### src/rtl/owt_rx_ctrl.sv
// OWT receive frame controller: steers the run-length detector's threshold window,
// assembles MSB-first frames and supervises inter-symbol timeout. Optional parity: OWT_PARITY_EN.
module owt_rx_ctrl #(
  parameter int   CNT_W    = 10,
  parameter int   DATA_W   = 8,
  parameter logic SYNC_VAL = 1'b1
) (
  input  logic              i_clk,
  input  logic              i_rst_n,
  input  logic              i_en,
  input  logic              i_smp_vld,
  input  logic              i_det_vld,
  input  logic              i_det_data,
  input  logic [CNT_W-1:0]  i_sync_dn_th,
  input  logic [CNT_W-1:0]  i_sync_up_th,
  input  logic [CNT_W-1:0]  i_bit_dn_th,
  input  logic [CNT_W-1:0]  i_bit_up_th,
  input  logic [CNT_W-1:0]  i_tmo_th,
  output logic [CNT_W-1:0]  o_dn_th,
  output logic [CNT_W-1:0]  o_up_th,
  output logic              o_frm_vld,
  output logic [DATA_W-1:0] o_frm_data,
  output logic              o_frm_err,
  output logic              o_busy
);

  localparam int              BC_W    = $clog2(DATA_W);
  localparam logic [BC_W-1:0] BC_LAST = BC_W'(DATA_W - 1);

  typedef enum logic [1:0] {
    S_IDLE = 2'd0,
    S_DATA = 2'd1,
    S_DONE = 2'd2
`ifdef OWT_PARITY_EN
    , S_PAR = 2'd3
`endif
  } state_t;

  state_t              r_state, w_state_nxt;
  logic [DATA_W-1:0]   r_shreg, w_shreg_nxt;
  logic [BC_W-1:0]     r_bit_cnt, w_bit_cnt_nxt;
  logic [CNT_W-1:0]    r_tmo_cnt, w_tmo_cnt_nxt;
  logic                r_frm_vld, w_frm_vld_nxt;
  logic                r_frm_err, w_frm_err_nxt;
  logic [DATA_W-1:0]   r_frm_data, w_frm_data_nxt;
  logic [CNT_W-1:0]    r_dn_th, r_up_th;
  logic                w_tmo_hit, w_tmo_inc, w_in_frame;
`ifdef OWT_PARITY_EN
  logic                r_par_err, w_par_err_nxt;
`endif

  always_ff @(posedge i_clk or negedge i_rst_n) begin
    if (!i_rst_n) begin
      r_state    <= S_IDLE;
      r_shreg    <= '0;
      r_bit_cnt  <= '0;
      r_tmo_cnt  <= '0;
      r_frm_vld  <= 1'b0;
      r_frm_err  <= 1'b0;
      r_frm_data <= '0;
`ifdef OWT_PARITY_EN
      r_par_err  <= 1'b0;
`endif
    end else begin
      r_state    <= w_state_nxt;
      r_shreg    <= w_shreg_nxt;
      r_bit_cnt  <= w_bit_cnt_nxt;
      r_tmo_cnt  <= w_tmo_cnt_nxt;
      r_frm_vld  <= w_frm_vld_nxt;
      r_frm_err  <= w_frm_err_nxt;
      r_frm_data <= w_frm_data_nxt;
`ifdef OWT_PARITY_EN
      r_par_err  <= w_par_err_nxt;
`endif
    end
  end

  // >= rather than == so a threshold lowered mid-frame still fires
  assign w_tmo_hit = (i_tmo_th != '0) && (r_tmo_cnt >= i_tmo_th);
  assign w_tmo_inc = i_smp_vld && !i_det_vld && (r_tmo_cnt != '1);

  always_comb begin
    w_state_nxt    = r_state;
    w_shreg_nxt    = r_shreg;
    w_bit_cnt_nxt  = r_bit_cnt;
    w_tmo_cnt_nxt  = r_tmo_cnt;
    w_frm_vld_nxt  = 1'b0;
    w_frm_err_nxt  = 1'b0;
    w_frm_data_nxt = r_frm_data;
`ifdef OWT_PARITY_EN
    w_par_err_nxt  = r_par_err;
`endif
    if (!i_en) begin
      w_state_nxt   = S_IDLE;
      w_bit_cnt_nxt = '0;
      w_tmo_cnt_nxt = '0;
    end else begin
      case (r_state)
        S_IDLE: begin
          if (i_det_vld && (i_det_data == SYNC_VAL)) begin
            w_state_nxt   = S_DATA;
            w_bit_cnt_nxt = '0;
            w_tmo_cnt_nxt = '0;
          end
        end
        S_DATA: begin
          if (i_det_vld) begin
            w_shreg_nxt   = {r_shreg[DATA_W-2:0], i_det_data};
            w_tmo_cnt_nxt = '0;
            if (r_bit_cnt == BC_LAST) begin
              w_bit_cnt_nxt = '0;
`ifdef OWT_PARITY_EN
              w_state_nxt   = S_PAR;
`else
              w_state_nxt   = S_DONE;
`endif
            end else begin
              w_bit_cnt_nxt = r_bit_cnt + BC_W'(1);
            end
          end else if (w_tmo_hit) begin
            w_state_nxt   = S_IDLE;
            w_frm_err_nxt = 1'b1;
            w_bit_cnt_nxt = '0;
            w_tmo_cnt_nxt = '0;
          end else if (w_tmo_inc) begin
            w_tmo_cnt_nxt = r_tmo_cnt + CNT_W'(1);
          end
        end
`ifdef OWT_PARITY_EN
        S_PAR: begin
          if (i_det_vld) begin
            w_par_err_nxt = (^r_shreg) ^ i_det_data;
            w_tmo_cnt_nxt = '0;
            w_state_nxt   = S_DONE;
          end else if (w_tmo_hit) begin
            w_state_nxt   = S_IDLE;
            w_frm_err_nxt = 1'b1;
            w_bit_cnt_nxt = '0;
            w_tmo_cnt_nxt = '0;
          end else if (w_tmo_inc) begin
            w_tmo_cnt_nxt = r_tmo_cnt + CNT_W'(1);
          end
        end
`endif
        S_DONE: begin
          // any symbol landing here is dropped; hunting restarts from IDLE
          w_frm_vld_nxt  = 1'b1;
          w_frm_data_nxt = r_shreg;
`ifdef OWT_PARITY_EN
          w_frm_err_nxt  = r_par_err;
`endif
          w_state_nxt    = S_IDLE;
          w_bit_cnt_nxt  = '0;
          w_tmo_cnt_nxt  = '0;
        end
        default: begin
          w_state_nxt   = S_IDLE;
          w_bit_cnt_nxt = '0;
          w_tmo_cnt_nxt = '0;
        end
      endcase
    end
  end

`ifdef OWT_PARITY_EN
  assign w_in_frame = (r_state == S_DATA) || (r_state == S_PAR);
`else
  assign w_in_frame = (r_state == S_DATA);
`endif

  always_ff @(posedge i_clk or negedge i_rst_n) begin
    if (!i_rst_n) begin
      r_dn_th <= '0;
      r_up_th <= '0;
    end else if (w_in_frame) begin
      r_dn_th <= i_bit_dn_th;
      r_up_th <= i_bit_up_th;
    end else begin
      r_dn_th <= i_sync_dn_th;
      r_up_th <= i_sync_up_th;
    end
  end

  assign o_dn_th    = r_dn_th;
  assign o_up_th    = r_up_th;
  assign o_frm_vld  = r_frm_vld;
  assign o_frm_err  = r_frm_err;
  assign o_frm_data = r_frm_data;
  assign o_busy     = (r_state != S_IDLE);

endmodule

### config.mk
export PLATFORM = sky130hd
export DESIGN_NAME = owt_rx_ctrl
export DESIGN_NICKNAME = d
export VERILOG_FILES = /design/src/rtl/owt_rx_ctrl.sv
export SDC_FILE = /design/constraint.sdc
export NUM_CORES = 1
export LEC_CHECK = 0
export BUFFER_PORTS_ARGS = -buffer_cell sky130_fd_sc_hd__buf_2
export CELL_PAD_IN_SITES_DETAIL_PLACEMENT = 1
export CELL_PAD_IN_SITES_GLOBAL_PLACEMENT = 1
export CORE_MARGIN = 8
export CORE_UTILIZATION = 34
export DETAILED_ROUTE_END_ITERATION = 16
export PLACE_DENSITY_LB_ADDON = 0.1
export SLEW_MARGIN = 20
export SYNTH_ARGS = -nofsm -noshare
export SYNTH_HDL_FRONTEND = slang
export SYNTH_SLANG_ARGS = --single-unit
### constraint.sdc
create_clock -name i_clk -period 1.93 [get_ports i_clk]
set_input_delay 0.4825 -clock i_clk [delete_from_list [all_inputs] [get_ports i_clk]]
set_output_delay 0.4825 -clock i_clk [all_outputs]
set_load 0.02 [all_outputs]
==> run_results.csv <==
group,metric,value,unit
status,outcome,"finished, violations left",
status,violations,"negative setup slack",
sta,min_period,1934,ps
logic_synthesis,yosysTopAreaCell,"dfrtp_1",
logic_synthesis,synthTopCellsByArea,"dfrtp_1 53%, mux2_2 8.9%, nand2_1 7.9%",
worst_setup_path,r2r-end,"r_tmo_cnt[2]$_DFFE_PN0P_",
logic_synthesis,syn_area,0.002526,mm^2
finish,diodes,0,
placed_design,dp_hpwl,5271,um
finish,fill_cells,840,
logic_synthesis,synth-seq-area-share,0.5250,
worst_setup_path,critPathMaxFanout,3,
min_path,hold_path.class,"in -> async",
worst_setup_path,endpoint_kind,"register",
worst_setup_path,cp-start-kind,"register",
finish,syn2layout_area_growth,40.71,%
placed_design,placed_cells_incl_taps,434,
clocking,clk_pin_slew_worst_paths,90,ps
floorplanning,start_util,0.3502,
clocking,clockRootBuffer,"clkbuf_8",
clocking,cts_buffer_depth,2,
sta,finalHoldViolations,0,
worst_setup_path,r2r-start,"r_tmo_cnt[0]$_DFFE_PN0P_",
grt,grt_max_degree,54,
floorplanning,design.core.area,0.007214,mm^2
logic_synthesis,synth.top_cell.area_share,0.5250,
finish,final_common_cell,"buf_2",
grt,grt_use_total,0.1388,
floorplanning,placement_rows,31,
power_and_ir_drop,total_power,2.315,mW
worst_setup_path,critical_path.endpoint,"r_tmo_cnt[2]$_DFFE_PN0P_",
sta,finalSetupViolCount,1,
sta,fin_skew,7.203,ps
floorplanning,fp.dieW,102.2,um
grt,met1_usage,0.1700,
logic_synthesis,ys.warnings.count,0,
worst_setup_path,r2r_slack,-4,ps
power_and_ir_drop,peakVddDrop,0.3154,mV
sta,fin_ws,-3.835,ps
worst_setup_path,reg2reg_depth,9,
grt,gr-usage-met3,0.06199,
sta,tightest_slew,419.4,ps
detailed_routing,drc,0,
sta,drv_slew,0,
finish,finalNonFillerCells,446,
grt,grt_pass1_wl,11490,um
logic_synthesis,synth-seq-cells,53,
grt,antenna_found_initial,0,
worst_setup_path,worst-setup-path-type,"reg -> reg",
detailed_routing,drt_pass1_iterations,4,
power_and_ir_drop,p_per_area,651.2,mW/mm^2
sta,fmax,0.5171,GHz
finish,fin_nets,415,
clocking,cts.sinks,53,
clocking,numCtsBuffers,5,
clocking,htreeDepth,2,
logic_synthesis,syn-num-nets,299,
flow_run,maxCapViolCount,0,
placed_design,place.gp.congestion,0.7576,
detailed_routing,wirelength,6837,um
finish,layout_common_cells,"86 x buf_2, 53 x nand2_1, 53 x dfrtp_1, 25 x buf_4, 20 x mux2_2",
detailed_routing,vias,2100,
grt,grtUsageMet2,0.2144,
power_and_ir_drop,p_leak,1.899,nW
grt,top_usage_layer,"met2",
detailed_routing,ant_nets,0,
placed_design,dpl_worst_slack,-261.6,ps
logic_synthesis,syn_avg_cell_area,10.98,um^2
detailed_routing,wl_per_cell,15.33,um
floorplanning,die-area,0.01044,mm^2
worst_setup_path,required,2180,ps
sta,max_slew_margin,0.7196,
sta,hold_slack,154.3,ps
sta,rsz0062_at_grt,"yes",
clocking,cts_tree,"built",
detailed_routing,viasPerCell,4.709,
grt,grt_pass1_vias,2360,
placed_design,dpl-instance-area,0.003334,mm^2
sta,fin_crit_sh,1.002,
clocking,clkLatencyLatePin,310,ps
logic_synthesis,yosysUniqueCellTypes,42,
logic_synthesis,netlist_instances,230,
finish,drive_above_1_share,0.5014,
worst_setup_path,startpoint,"r_tmo_cnt[0]$_DFFE_PN0P_",
finish,fin_area,0.003555,mm^2
worst_setup_path,arrival,2180,ps
floorplanning,die_y,102.2,um
placed_design,io_buffers,86,
floorplanning,io_pins,87,
detailed_routing,drtIter0Drc,76,
grt,gr-total-overflow,0,
sequential cells by signal, summed over array words and instances, names as in the netlist:
name / cells
r_tmo_cnt: 10
o_frm_data: 8
o_frm_err: 1
o_up_th: 10
o_dn_th: 10
o_frm_vld: 1
r_state: 2
r_bit_cnt: 3
r_shreg: 8
worst min path at each step:
stage                                 to                 startpoint  cells past startpoint
5_1_grt           r_shreg[2]$_DFFE_PN0P_                    i_rst_n                      2
3_3_place_gp   o_frm_data[2]$_DFFE_PN0P_  o_frm_data[2]$_DFFE_PN0P_                      2
4_1_cts           r_shreg[1]$_DFFE_PN0P_                    i_rst_n                      2
2_1_floorplan       o_dn_th[0]$_DFF_PN0_                    i_rst_n                      0
3_5_place_dp   o_frm_data[5]$_DFFE_PN0P_  o_frm_data[5]$_DFFE_PN0P_                      2
6_report             o_frm_err$_DFF_PN0_                    i_rst_n                      2
synth_stat cells (all sizes together):
cell,number
a211o,1
a211oi,1
a21o,4
a21oi,5
a221o,5
a22o,4
a31o,1
a31oi,2
a41o,1
a41oi,1
and2,3
and3,4
and4b,1
buf,2
clkbuf,3
clkinv,1
dfrtp,53
ha,13
inv,12
mux2,21
mux2i,1
nand2,53
nand2b,2
nand3,4
nand3b,4
nand4,1
nor2,8
nor2b,2
nor3,2
nor3b,2
nor4,2
o211a,1
o211ai,1
o21ai,3
o21ba,1
or2,3
or3,1
xor2,1
what timing repair did:
action                                  CTS  global route
cloned                                    0             1
endpoints found under the setup margin   11            13
setup buffers                             0             3
resized for setup                        11             5
pin swaps                                 4             5
hold buffers                              0             0
logic make-up (layout without fill, tap and decap cells):
kind of cell,after synthesis,after routing,share of synthesized area
xor+xnor,1,1,0.003468
simple gates,92,92,0.1763
flops,53,53,0.5250
compound gates,31,32,0.1005
buf+inv,18,134,0.03269
fa+ha+maj,13,13,0.06439
mux,22,22,0.09757
layout make-up:
| cell class | count | area [um^2] | area share |
|---|---|---|---|
| clock buffer | 5 | 68.82 | 0.01936 |
| clock inverter | 3 | 43.79 | 0.01232 |
| inverter | 13 | 48.80 | 0.01373 |
| multi-input combinational | 160 | 1294 | 0.3640 |
| sequential | 53 | 1326 | 0.3731 |
| tap | 99 | 123.9 | 0.03485 |
| timing repair buffer | 113 | 649.4 | 0.1827 |
per-layer routing:
| layer | part of all wire | wire (um) |
|---|---|---|
| met1 | 0.43 | 2963 |
| met2 | 0.46 | 3129 |
| met3 | 0.098 | 670 |
| met4 | 0.011 | 73 |
| met5 | 0 | 0 |
critical path, stage by stage (launching register included):
cell and delay, ps:
dfrtp_1 420, inv_2 90, ha_4 190, nand2b_4 130, a211oi_2 220, o21ai_2 110, buf_4 150, a31o_4 250
nor3b_2 190, a221o_1 120
stage by stage:
stage,utilization,setup TNS (ps)
3_5_place_dp,0.4622,-2667
2_1_floorplan,-,-327.4
5_1_grt,0.4927,-528.6
3_3_place_gp,0.4622,-2108
6_report,0.4927,-3.835
4_1_cts,0.4854,-5.436
power by group:
group          internal, mW  switching [mW]
combinational         0.161           0.188
clock                 0.389           0.376
sequential             1.17          0.0300
total                  1.72           0.594
Note: power is estimated with default switching activity, not from simulation.
